--- config.mk ---
export PLATFORM = sky130hd
export DESIGN_NAME = gray_counter
export DESIGN_NICKNAME = d
export VERILOG_FILES = /design/src/rtl/gray_counter_pkg.sv /design/src/rtl/gray_counter_binary_to_gray.sv /design/src/rtl/gray_counter.sv
export SDC_FILE = /design/constraint.sdc
export NUM_CORES = 1
export LEC_CHECK = 0
export CAP_MARGIN = 20
export CORE_UTILIZATION = 29
export CTS_CLUSTER_DIAMETER = 60
export DETAILED_ROUTE_END_ITERATION = 10
export DONT_BUFFER_PORTS = 1
export GPL_ROUTABILITY_DRIVEN = 0
export GPL_TIMING_DRIVEN = 0
export RECOVER_POWER = 100
export SYNTH_ARGS = -nofsm -noshare
export SYNTH_HDL_FRONTEND = slang
export SYNTH_SLANG_ARGS = --single-unit
--- constraint.sdc ---
create_clock -name clk -period 2 [get_ports clk]
set_input_delay 0.2 -clock clk [delete_from_list [all_inputs] [get_ports clk]]
set_output_delay 0.2 -clock clk [all_outputs]
set_load 0.05 [all_outputs]
--- src/rtl/gray_counter_pkg.sv ---
// Shared width constants and the binary-to-Gray encoding for counters and FIFO pointers.
// No latency (package only); no flow control.
package gray_counter_pkg;

    localparam int GRAY_COUNTER_N_DEFAULT = 4;
    localparam int GRAY_COUNTER_N_MIN     = 2;
    localparam int GRAY_W_MAX             = 32;

    // Callers zero-extend into the wide argument and truncate the result to their own width.
    function automatic logic [GRAY_W_MAX-1:0] bin_to_gray(input logic [GRAY_W_MAX-1:0] b);
        return b ^ (b >> 1);
    endfunction

endpackage

--- src/rtl/gray_counter_binary_to_gray.sv ---
// Combinational N-bit binary-to-Gray encoder.
// Zero latency; no flow control.
module binary_to_gray
    import gray_counter_pkg::*;
#(
    parameter int N = GRAY_COUNTER_N_DEFAULT
) (
    input  logic [N-1:0] bin,
    output logic [N-1:0] gray
);

    assign gray = N'(bin_to_gray(GRAY_W_MAX'(bin)));

endmodule

--- src/rtl/gray_counter.sv ---
// N-bit binary counter with registered Gray output and rollover pulse; `GRAY_COUNTER_DOWN_EN adds dn.
// One-cycle latency from inputs to bin/gray/wrap; no backpressure, en simply stalls the count.
module gray_counter
    import gray_counter_pkg::*;
#(
    parameter int N = GRAY_COUNTER_N_DEFAULT  // must be >= GRAY_COUNTER_N_MIN
) (
    input  logic         clk,
    input  logic         rst,
    input  logic         en,
    input  logic         clr,
    input  logic         load,
    input  logic [N-1:0] load_bin,
`ifdef GRAY_COUNTER_DOWN_EN
    input  logic         dn,
`endif
    output logic [N-1:0] bin,
    output logic [N-1:0] gray,
    output logic         wrap
);

    logic [N-1:0] bin_nxt;
    logic [N-1:0] gray_nxt;
    logic         wrap_nxt;

    // Priority: clear, then load, then count; only a count step can raise wrap.
    always_comb begin
        bin_nxt  = bin;
        wrap_nxt = 1'b0;
        if (clr) begin
            bin_nxt = '0;
        end else if (load) begin
            bin_nxt = load_bin;
        end else if (en) begin
`ifdef GRAY_COUNTER_DOWN_EN
            if (dn) begin
                bin_nxt  = bin - 1'b1;
                wrap_nxt = (bin == '0);
            end else begin
                bin_nxt  = bin + 1'b1;
                wrap_nxt = &bin;
            end
`else
            bin_nxt  = bin + 1'b1;
            wrap_nxt = &bin;
`endif
        end
    end

    // Encode the next value so gray is a flop output, glitch-free for other clock domains.
    binary_to_gray #(.N(N)) u_b2g (
        .bin  (bin_nxt),
        .gray (gray_nxt)
    );

    always_ff @(posedge clk or posedge rst) begin
        if (rst) begin
            bin  <= '0;
            gray <= '0;
            wrap <= 1'b0;
        end else begin
            bin  <= bin_nxt;
            gray <= gray_nxt;
            wrap <= wrap_nxt;
        end
    end

endmodule

==> results.md, run 1 <==
- Vias per cell: approximately 4.7
- First-pass detailed-route iteration total: 1
- First-pass GRT wire length: 1040 um
- Critical path capture point type: flip-flop
- Post_cts resized: 0
- DIE WIDTH: 38.8 um
- WP data arrival: 1.91 ns
- Power, Total: 0.404 mW
- Pleak: 0.213 nW
- Post-Syn Area per Cell: ~12 um2
- Hold Crit Depth: 1
- Peak supply drop: 414 uV
- Share of flip-flops with an asynchronous set or reset: 100%
- DRT iter0 DRCs: 0
- Initial antenna violation count: 0
- Nets@finish: 50
- Worst hold start: clr
- Prevailing post-synth register cell: dfrtp_1
- ANT cells: 0
- Post-CTS Setup Inserts: 0
- DRC Markers: 0
- WL final: 624 um
- Worst Max-Slew Pin Slew: just under 0.6 ns
- PortBufs: 0
- Clock latency on the worst-skew pair: approximately 0.24 ns
- Post-synth EDFFs: 0
- Max FO, Critical Path: 4
- FF-to-FF setup slack: around 0.21 ns
- FF-to-FF path depth: 5
- Final global-route overflow total: 0
- Outcome: completed
- Clk sinks: 8
- Drt wl/cell: approximately 12 um
- Die footprint: around 1500 um2
- CP Launch Type: flip-flop
- Final TNS setup: 0 ns
- Clk slew on worst S/H paths: 0.05 ns
- Core Region: 1190 um2
- TritonCTS Buffers: 3
- Unrepaired setup endpoints after global routing: no
- Final hold slack: about 0.044 ns
- Post-synth top cells: dfrtp_1 (8), inv_1 (4), xnor2_1 (4)
- Vias in the first global route: 251
- Comb pwr share: roughly 11%
- Synthesized instance count: 34
- Sw frac: between 30% and 40%
- Final clock skew: between 0.0003 and 0.0004 ns
- Distinct cells, synth: 17
- Site Rows: 12
- Reg2Reg Capture Point: gray[0]
- Max Fclk: around 560 MHz
- Part of the power in registers: 60.4%
- Layout cells sized above 1: between 10% and 20%
- Period minus WS final: ~1.8 ns
- Final Max Slew Viols: 0
- Seq/Total Area, Yosys: between 50% and 60%
- I/O pins: 18
- Area delta synth->final: 10.2%
- Tot GR Track Use: ~11%
- Hold EP: bin[0]
- Post-Syn Nets: 44
- Worst EP required: about 2.1 ns
- Root buf cell: clkbuf_4
- H-tree depth: 1
- CTS tree: yes
- Die Ht: between 30 and 40 um
- Detail Route Antenna Nets: 0
- Register bit count reported by yosys: 8
- Share of the synthesized area in the top cell type: about 51%
- HP Class: in -> reg
- Period utilization: approximately nine tenths
- Pwr Density: ~940 nW/um2
- Top cells by area, synth: dfrtp_1 (51%), xnor2_1 (8.9%), mux2i_1 (5.1%), xor2_1 (4.5%), inv_1 (3.8%)
- Via Count: between 200 and 250
- Cell-internal power: between 0.2 and 0.3 mW
- Dpl hpwl: approximately 530 um
- Reg2Reg Launch Point: bin[0]
- Final Hold Fails: 0
- Psw: roughly 0.14 mW
- CTS max path bufs: 2
- Kind of critical path: reg -> reg
- Relative slew margins: 61.3%
- Largest net degree at the start of global routing: 9
- Synthesized cell area: 392 um2
- Initial core utilization: ~33%
- Max Cap Violations: 0
- Count leader, synth: dfrtp_1
- Synth area leader: dfrtp_1
- Clock Power Share: 28.4%
- Yosys warnings: 0
- Setup-failing EPs final: 0
layer usage:
layer / track usage [%] / routed length [um]
met1: 9.32 / 204
met2: 18.3 / 348
met3: 9.25 / 64
met4: 7.76 / 7
met5: 0 / 0
registers in the layout, summed over array words and instances, names as in the netlist:
register / flops
wrap: 1
gray: 3
bin: 4
power by group through the flow:
stage	logic (mW)	registers (mW)	clock network (mW)
2_1_floorplan	0.0427	0.244	0
4_1_cts	0.0499	0.245	0.122
5_1_grt	0.0520	0.246	0.135
6_report	0.0455	0.244	0.115
3_3_place_gp	0.0468	0.247	0
3_5_place_dp	0.0482	0.248	0
worst max-delay path by stage:
stage,cells after the start,to,slack [ns],startpoint
after global routing,5,gray[0],0.07,bin[0]
after global placement,5,gray[0],0.21,bin[0]
final,5,gray[0],0.21,bin[0]
after detailed placement,5,gray[0],0.20,bin[0]
after floorplan,5,gray[0],0.28,bin[0]
after CTS,5,gray[0],0.19,bin[0]
cell usage in the layout, fill, tap and decap left out:
| cell | synthesis | layout |
|---|---|---|
| nand4_1 | 1 | 1 |
| nand4bb_1 | 1 | 1 |
| o21ai_0 | 0 | 1 |
| o21a_1 | 1 | 1 |
| xnor2_1 | 4 | 4 |
| dlygate4sd3_1 | 0 | 1 |
| mux2i_1 | 2 | 2 |
| buf_6 | 1 | 1 |
| mux2_1 | 1 | 1 |
| dfrtp_1 | 8 | 8 |
| inv_1 | 4 | 4 |
| a21oi_1 | 2 | 2 |
| nand2_1 | 1 | 1 |
| xor2_1 | 2 | 2 |
| ha_1 | 1 | 1 |
| nor2_1 | 2 | 3 |
| clkbuf_1 | 0 | 1 |
| clkbuf_4 | 0 | 3 |
cells by family (layout without fill, tap and decap cells):
logic type | after synthesis | after routing | synth area share [%]
AOI/OAI and AO/OA | 4 | 4 | 6.71
DFF | 8 | 8 | 51.1
and+or+nand+nor | 6 | 6 | 8.95
xor gates and xnor gates | 6 | 6 | 13.4
buffers and inverters | 6 | 10 | 8.63
adders and majority gates | 1 | 1 | 3.19
muxes | 3 | 3 | 7.99
metrics by stage:
step,utilization [%],instance area (um2),setup WS [ns],std cells
floorplan,-,392,0.278,34
global placement,34.5,409,0.209,48
detailed placement,34.5,409,0.198,48
CTS,37.2,442,0.189,52
global route,36.4,432,0.0681,52
finish,36.4,432,0.210,52
critical path: stages, from the launching register on:
cell     delay, ns
dfrtp_1       0.68
ha_1          0.32
mux2_1        0.29
mux2i_1       0.13
nor2_1        0.10
xor2_1        0.14
repair_timing:
item	CTS	global route
setup endpoints to repair	0	0
hold endpoints to repair	8	0
hold buffers	1	0
layout make-up:
type	count	area [um2]
Timing Repair Buffer	1	10.0
Sequential cell	8	200
Tap cell	14	17.5
Inverter	4	15.0
Multi-Input combinational cell	20	151
Fill cell	136	754
Buffer	2	15.0
Clock buffer	3	22.5
Power figures use the tool's default switching activity.
==> run 2, diff against run 1 <==
--- a/config.mk
+++ b/config.mk
@@ -13,6 +13,7 @@
 export GPL_ROUTABILITY_DRIVEN = 0
 export GPL_TIMING_DRIVEN = 0
 export RECOVER_POWER = 100
+export SLEW_MARGIN = 30
 export SYNTH_ARGS = -nofsm -noshare
 export SYNTH_HDL_FRONTEND = slang
 export SYNTH_SLANG_ARGS = --single-unit
==> results of run 2 <==
No change in the layout: final DEF, timing and power equal those of run 1.
==> run 3, diff against run 2 <==
--- a/config.mk
+++ b/config.mk
@@ -6,12 +6,15 @@
 export NUM_CORES = 1
 export LEC_CHECK = 0
 export CAP_MARGIN = 20
+export CELL_PAD_IN_SITES_DETAIL_PLACEMENT = 0
+export CELL_PAD_IN_SITES_GLOBAL_PLACEMENT = 1
 export CORE_UTILIZATION = 29
 export CTS_CLUSTER_DIAMETER = 60
 export DETAILED_ROUTE_END_ITERATION = 10
 export DONT_BUFFER_PORTS = 1
 export GPL_ROUTABILITY_DRIVEN = 0
 export GPL_TIMING_DRIVEN = 0
+export PLACE_DENSITY_LB_ADDON = 0.1
 export RECOVER_POWER = 100
 export SLEW_MARGIN = 30
 export SYNTH_ARGS = -nofsm -noshare
==> results.md, run 3 (synthesis gave the netlist of run 1 again) <==
- Vias per cell: 4.87 (+2.8%)
- WL final: 661 um (+5.9%)
- First-pass detailed-route iteration total: 4 (+3)
- Die Ht: 38.8 um (unchanged)
- Vias in the first global route: 223 (-11%)
- Worst Max-Slew Pin Slew: 0.582 ns (-0.000839 ns)
- Slowest stage delay, CP: 0.69 ns (about the same)
- Unrepaired setup endpoints after global routing: no
- Max Fclk: 552 MHz (-1.1%)
- FF-to-FF setup slack: 0.19 ns (-0.02 ns)
- Core Region: 1190 um2 (unchanged)
- I/O pins: 18 (unchanged)
- Clk slew on worst S/H paths: 0.06 ns (about the same)
- Period utilization: 90.5% (+1.0 points)
- Hold Crit Depth: 1 (unchanged)
- PortBufs: 0 (unchanged)
- FF-to-FF path depth: 5 (unchanged)
- Reg2Reg Capture Point: gray[0]
- Clock latency on the worst-skew pair: 0.25 ns (about the same)
- Site Rows: 12 (unchanged)
- Initial core utilization: 33.0% (unchanged)
- Final Max Slew Viols: 0 (unchanged)
- Max Cap Violations: 0 (unchanged)
- Via Count: 253 (+2.8%)
- Cell-internal power: 0.266 mW (+0.12%)
- Slowest CP cell: dfrtp_1
- Root buf cell: clkbuf_4
- Peak supply drop: 433 uV (+4.7%)
- Final TNS setup: 0 ns (unchanged)
- Top flop regs: bin: 4 flops, gray: 3 flops, wrap: 1 flops
- DRT iter0 DRCs: 12 (+12)
- Period minus WS final: 1.81 ns (+0.0203 ns)
- Final Hold Fails: 0 (unchanged)
- Worst EP required: 2.13 ns (about the same)
- Fill cells: 131 (-3.7%)
- Leading cell types in the layout, fill and taps excluded: dfrtp_1 (8), xnor2_1 (4), inv_1 (4)
- Worst hold start: clr
- H-tree depth: 1 (unchanged)
- WP data arrival: 1.94 ns (+0.03 ns)
- DIE WIDTH: 38.8 um (unchanged)
- First-pass GRT wire length: 1010 um (-2.7%)
- CP Launch Type: flip-flop
- CP cell instances: ha_1 > mux2_1 > mux2i_1 > nor2_1 > xor2_1
- Nets@finish: 50 (unchanged)
- Part of the power in registers: 59.3% (-1.1 points)
- Pwr Density: 953 nW/um2 (+1.8%)
- Detail Route Antenna Nets: 0 (unchanged)
- Drt wl/cell: 12.7 um (+5.9%)
- Layout cells sized above 1: 10.5% (unchanged)
- Biggest register: bin
- Max reg flops: 4 (unchanged)
- Sw frac: 35.3% (+1.1 points)
- Most common cell after layout, fill and taps aside: dfrtp_1
- TritonCTS Buffers: 3 (unchanged)
- Die footprint: 1500 um2 (unchanged)
- Largest net degree at the start of global routing: 9 (unchanged)
- Setup-failing EPs final: 0 (unchanged)
- Outcome: completed
- CTS max path bufs: 2 (unchanged)
- Psw: 0.145 mW (+5.1%)
- Initial antenna violation count: 0 (unchanged)
- Hold EP: bin[0]
- Tot GR Track Use: 11.2% (-0.29 points)
- Dpl hpwl: 544 um (+2.3%)
- DRC Markers: 0 (unchanged)
- Final clock skew: 0.00840 ns (+0.00801 ns)
- HP Class: in -> reg
- Critical path capture point type: flip-flop
- ANT cells: 0 (unchanged)
- Max FO, Critical Path: 4 (unchanged)
- Post_cts resized: 0 (unchanged)
- Area delta synth->final: 10.2% (unchanged)
- CTS tree: yes
- Final global-route overflow total: 0 (unchanged)
- Kind of critical path: reg -> reg
- Clock Power Share: 29.6% (+1.2 points)
- Reg2Reg Launch Point: bin[0]
- Clk sinks: 8 (unchanged)
- Power, Total: 0.411 mW (+1.8%)
- Pleak: 0.213 nW (unchanged)
- Relative slew margins: 61.3% (about the same)
- Comb pwr share: 11.1% (-0.2 points)
-- run 3: cell counts in the layout (fill, tap and decap cells not counted) --
No cell type changed its count.
-- run 3: critical path: cells and delay by family, from the launching register on --
| kind | cells | cell delay [ns] |
|---|---|---|
| flip-flops | 1 | 0.69 |
| AND/OR/NAND/NOR | 1 | 0.10 |
| XOR/XNOR | 1 | 0.15 |
| adder cells (fa/ha/maj) | 1 | 0.33 |
| multiplexers | 2 | 0.43 |
-- run 3: final cells by class --
type | count | area, um2 | area share (%)
Buffer | 2 | 15.0 | 3.48
Multi-Input combinational cell | 20 | 151 | 35.1
Timing Repair Buffer | 1 | 10.0 | 2.32
Tap cell | 14 | 17.5 | 4.06
Sequential cell | 8 | 200 | 46.4
Inverter | 4 | 15.0 | 3.48
Clock buffer | 3 | 22.5 | 5.22
-- run 3: how the worst max path moves through the flow --
stage	slack, ns	from	depth (start not counted)	to
6_report	0.19	bin[0]	5	gray[0]
4_1_cts	0.18	bin[0]	5	gray[0]
3_3_place_gp	0.20	bin[0]	5	gray[0]
5_1_grt	0.06	bin[0]	5	gray[1]
3_5_place_dp	0.18	bin[0]	5	gray[0]
2_1_floorplan	0.28	bin[0]	5	gray[0]
-- run 3: power by group through the flow --
| stage | combinational [mW] | sequential, mW | clock, mW |
|---|---|---|---|
| 6_report | 0.0455 | 0.244 | 0.122 |
| 4_1_cts | 0.0502 | 0.245 | 0.128 |
| 3_5_place_dp | 0.0485 | 0.248 | 0 |
| 2_1_floorplan | 0.0427 | 0.244 | 0 |
| 5_1_grt | 0.0516 | 0.246 | 0.139 |
| 3_3_place_gp | 0.0470 | 0.248 | 0 |
-- run 3: metal layers --
layer	vias up	routed length [um]	global-route usage (%)	part of all wire, %
met1	122	216	10.9	33
met5	-	0	0	0
li1	116	-	-	-
met3	2	94	10.4	14
met2	13	338	15.8	51
met4	0	11	5.17	1.7
-- run 3: repair_timing --
action | CTS | global route
setup buffers | 0 | 0
endpoints found under the hold margin | 8 | 0
setup endpoints to repair | 0 | 0
hold buffers | 1 | 0
-- run 3: per-stage QoR --
stage	instance area (um2)	util, %	hold WS (ns)	worst slack (ns)	cells
2_1_floorplan	392	-	0.0157	0.278	34
3_3_place_gp	409	34.5	0.0407	0.197	48
3_5_place_dp	409	34.5	0.0487	0.184	48
4_1_cts	442	37.2	0.0243	0.183	52
5_1_grt	432	36.4	0.0273	0.0580	52
6_report	432	36.4	0.0402	0.189	52
==> edit 1: new RTL, config.mk and constraints of run 2 <==
Register the output `gray` once more, cleared by the reset; this adds one clock of latency there. The other outputs are not delayed to match. Comments in the files are not updated.
--- a/src/rtl/gray_counter.sv
+++ b/src/rtl/gray_counter.sv
@@ -20,2 +20,4 @@
 );
+
+    logic [N-1:0] gray_s0;
 
@@ -58,3 +60,3 @@
             bin  <= '0;
-            gray <= '0;
+            gray_s0 <= '0;
             wrap <= 1'b0;
@@ -62,4 +64,12 @@
             bin  <= bin_nxt;
-            gray <= gray_nxt;
+            gray_s0 <= gray_nxt;
             wrap <= wrap_nxt;
+        end
+    end
+
+    always_ff @(posedge clk or posedge rst) begin
+        if (rst) begin
+            gray <= '0;
+        end else begin
+            gray <= gray_s0;
         end
Function: changed (a bounded check fails within 4 cycles, from zero or initial values and one cycle with rst high).
==> edit 1 against run 2 <==
Combinational power increased by 3%; design area increased by 24%; utilization decreased by 1.7 points; sequential cell count increased by 4; total power increased by 28%; hold slack got worse by 0.026 ns; synthesized area increased by 25%; worst setup slack got worse by 0.034 ns; cell count increased by 12%; highest routed layer is now met3; largest power group unchanged; wire length increased by 18%; global-route usage decreased by 2.4 points.
==> edit 1: results (changes against run 2) <==
Drt:
- The violation count after the first detailed-routing iteration is 3 (+3).
- The number of vias after detailed routing is 287 (+17%).
- The final wirelength is 738 um (+18%).
- The routed length per instance is 12.7 um (+6.0%).
- The length of the first detailed-routing pass in iterations came to 3 (+2).

Synth:
- In the synthesized netlist, the cells that appear most often are 12 x dfrtp_1, 4 x inv_1, 4 x xnor2_1.
- The sequential element share of the synthesized area is 61.5% (+10 points).
- The mean instance size in the synthesized netlist is 12.8 um^2 (+11%).
- Sorting the synthesized cells by area gives the leading types as dfrtp_1 62%, xnor2_1 7.2%, mux2i_1 4.1%.

CTS:
- The clock network latency to the later pin of the worst-skew pair is 0.26 ns (+0.02 ns).
- The quantity of hold-fixing buffers added after cts is 1 (unchanged).
- The maximum clock path buffer count is 2 (unchanged).

Timing:
- The worst setup margin is 0.175 ns (-0.0344 ns).
- The worst hold slack was 0.0182 ns (-0.0262 ns).
- The final setup skew came to 0.00154 ns (+0.00115 ns).
- The worst-case headroom to the max-slew limit is 60.9% (-0.37 points).

GRT:
- The first-pass GRT wire length is 1.17 mm (+13%).
- The met1 usage in global routing was 9.68% (+0.36 points).
- The fraction of met2 tracks used by global routing is 12.7% (-5.6 points).
- The number of global-route vias before repair is 282 (+12%).
- The pin count of the biggest net entering global routing is 13 (+4).
- The global routing usage summed across all routing layers is 9.10% (-2.4 points).
- The global routing met3 resource utilization is 8.09% (-1.2 points).

Final layout:
- The total of fill cells in the finished design came to 166 (+22%).
- The largest registers in the layout are bin: 4 flops, gray: 4 flops, gray_s0: 3 flops.
- The fraction of final layout cells with drive strength greater than 1 is 9.52% (-1.0 points).

Worst setup path:
- The flop-to-flop setup slack is 0.18 ns (-0.03 ns).
- The termination of the worst setup path is gray_s0[2].
- The arrival time of the worst setup path came to 1.95 ns (+0.04 ns).

Place:
- The pre-CTS setup slack is 0.187 ns (-0.0115 ns).

Status:
- The run finished with clean final reports.

Power and ir drop:
- The worst-case vdd ir drop is 599 uV (+45%).
==> edit 1: changes by cell type after synthesis <==
cell | before | now
nand2b_1 | 0 | 1
nand4bb_1 | 1 | 0
nor4b_1 | 0 | 1
nor2_1 | 2 | 1
o21ai_1 | 0 | 1
dfrtp_1 | 8 | 12
o21ai_2 | 1 | 0
==> edit 1: layout make-up <==
| type | instances | area, um^2 | area share, % |
|---|---|---|---|
| buffer | 2 | 15.0 | 2.81 |
| clock buffer | 3 | 22.5 | 4.22 |
| inverter | 4 | 15.0 | 2.81 |
| multi-input combinational | 20 | 151 | 28.3 |
| sequential | 12 | 300 | 56.2 |
| tap | 16 | 20.0 | 3.75 |
| timing repair buffer | 1 | 10.0 | 1.87 |
==> edit 1: worst max-delay path, delay by kind of cell, from the launching register on <==
kind	cells	cell delay, ns
AND/OR/NAND/NOR	1	0.09
XOR/XNOR	2	0.25
AO/OA/AOI/OAI	1	0.42
adder cells (fa/ha/maj)	1	0.24
flip-flops	1	0.69
==> edit 1: power by group <==
part / internal [uW] / switching (uW)
combinational: 21.2 / 25.6
clock: 69.4 / 65.6
sequential: 267 / 69.6
total: 358 / 161
==> edit 1: layer usage <==
layer	up-vias	share of wire, %
li1	129	-
met1	138	41
met2	20	44
met3	0	15
met4	0	0
met5	-	0
==> edit 1: kinds of logic after synthesis <==
| family | Yosys count | share of synthesized area [%] |
|---|---|---|
| AO/OA/AOI/OAI | 4 | 4.62 |
| buffers and inverters | 6 | 6.92 |
| XOR/XNOR | 6 | 10.8 |
| flip-flops | 12 | 61.5 |
| adder cells (fa/ha/maj) | 1 | 2.56 |
| AND/OR/NAND/NOR | 6 | 7.18 |
| multiplexers | 3 | 6.41 |
==> edit 1: worst min path at each step <==
stage,end,start
global placement,gray[2],rst
finish,bin[0],clr
floorplan,bin[0],rst
detailed placement,gray[2],rst
global route,bin[0],clr
CTS,bin[1],clr
==> edit 1: stage by stage <==
stage | instance area [um^2] | power (uW)
after floorplan | 488 | 381
after global placement | 508 | 389
after global routing | 534 | 547
after CTS | 541 | 531
after detailed placement | 508 | 391
final | 534 | 519
==> edit 2: new RTL, config.mk and constraints of run 2 <==
Without the edit above. Change the package constant `GRAY_COUNTER_N_DEFAULT` from 4 to 6.
--- a/src/rtl/gray_counter_pkg.sv
+++ b/src/rtl/gray_counter_pkg.sv
@@ -4,3 +4,3 @@
 
-    localparam int GRAY_COUNTER_N_DEFAULT = 4;
+    localparam int GRAY_COUNTER_N_DEFAULT = 6;
     localparam int GRAY_COUNTER_N_MIN     = 2;
Ports: changed (resized bin, gray and load_bin); port bits go from 18 to 24. No check against the original RTL was run, so the function may have changed too.
==> edit 2 against run 2 <==
Wire length rose by 69%; sequential cell count rose by 4; critical path depth fell by 1; worst setup slack improved by 0.0077 ns; sequential share of layout area fell by 2.5 points; design area rose by 60%; synthesized area rose by 58%; total power rose by 43%; critical path type unchanged; highest routed layer is now met3.
==> edit 2: results (changes against run 2) <==
Final layout:
- The fraction of final layout cells with drive strength greater than 1 was 19.0% (+8.4 points).
- The non-clock inverter instance count of the final layout is 8 (+4).
- The total of fill cells in the finished design came to 209 (+54%).
- The share of final layout cell area taken by clock buffers and inverters was 3.27% (-2.0 points).
- The non-clock buffer share of cell area is 5.08% (-0.72 points).
- In the final layout, the registers with the most flip-flops are bin: 6 flops, gray: 5 flops, wrap: 1 flops.
- The post-layout net count is 72 (+44%).

Synth:
- The arithmetic-cell share of the synthesized area counting full adders, half adders and majority gates is 2.02% (-1.2 points).
- The mux share of post-synthesis cell area came to 7.29% (-0.70 points).
- The mean instance size in the synthesized netlist is 11.7 um^2 (+1.2%).
- The sequential element share of the synthesized area is 48.6% (-2.5 points).
- By count the netlist is led by 12 x dfrtp_1, 8 x inv_1, 5 x xnor2_1, 4 x a21oi_1, 4 x xor2_1.
- The number of library cell types mapped by synthesis is 21 (+4).
- Yosys attributes the largest share of cell area to dfrtp_1 49%, xnor2_1 7.1%, xor2_1 5.7%.
- The area share of xor/xnor cells in the synthesized design is 12.8% (-0.67 points).
- The net count after synthesis is 65 (+48%).
- The area fraction in compound gates after synthesis is 10.1% (+3.4 points).
- The post-synthesis sequential element count is 12 (+4).

GRT:
- The first-pass GRT wire length was 1.66 mm (+60%).
- The met1 usage in global routing was 13.7% (+4.4 points).
- The number of global-route vias before repair is 384 (+53%).

CTS:
- The quantity of hold-fixing buffers added after cts is 2 (+1).
- The clock network latency to the later pin of the worst-skew pair is 0.27 ns (+0.03 ns).
- The clock slew at the register clock pins of the worst setup and hold paths is 0.07 ns (+0.02 ns).

Worst setup path:
- The launch point of the worst path is bin[2].
- The longest individual stage delay on the worst path is 0.72 ns (+0.04 ns).
- The count of cells along the worst register-to-register path is 4 (-1).
- The termination of the worst setup path is gray[3].

Drt:
- The detailed-routed wire length on met3 is 103 um (+61%).
- The final wirelength is 1.06 mm (+69%).
- The routed wire length on met2 came to 426 um (+22%).
- The post-detailed-route via-to-cell ratio is 4.49 (-5.0%).
- The length of the first detailed-routing pass in iterations was 4 (+3).
- The wire length on met1 is 525 um (+160%).
- The violation count after the first detailed-routing iteration was 3 (+3).

Timing:
- The final setup skew was 0.000424 ns (+0.0000305 ns).

Power and ir drop:
- The worst-case vdd ir drop was 427 uV (+3.2%).
- The leakage power of the design is 0.000351 uW (+65%).

Place:
- The count of placed standard cells including taps is 80 (+67%).

Status:
- The flow ran to the end, and the final reports show no timing, DRC or antenna violations.
## edit 2: cell types whose count changed in the layout (fill, tap and decap cells not counted), sizes merged, moves of 2 or more
cell and change:
xor2 +2, inv +4, a21oi +2, o21ai +2, dfrtp +4
## edit 2: worst reg2reg max path: stages, from the launching register on
cell and delay, ns:
dfrtp_1 0.72, nand4_2 0.24, xnor2_1 0.17, o21ai_0 0.40, xor2_1 0.12
## edit 2: stage by stage
step           utilization, %  hold WS, ns  worst slack (ns)  power, uW  instance area (um^2)
6_report                 34.8       0.0146             0.217        578                   689
5_1_grt                  34.8      0.00284            0.0819        606                   689
4_1_cts                  35.0       0.0109            0.0540        587                   694
3_5_place_dp             32.9        0.122            0.0726        441                   652
3_3_place_gp             32.9        0.108             0.102        439                   652
2_1_floorplan               -       0.0647             0.213        427                   618
## edit 2: power breakdown
group / total [uW] / switching [uW] / internal, uW
combinational: 67.8 / 36.5 / 31.3
clock: 141 / 71.6 / 69.6
sequential: 369 / 104 / 265
total: 578 / 212 / 366
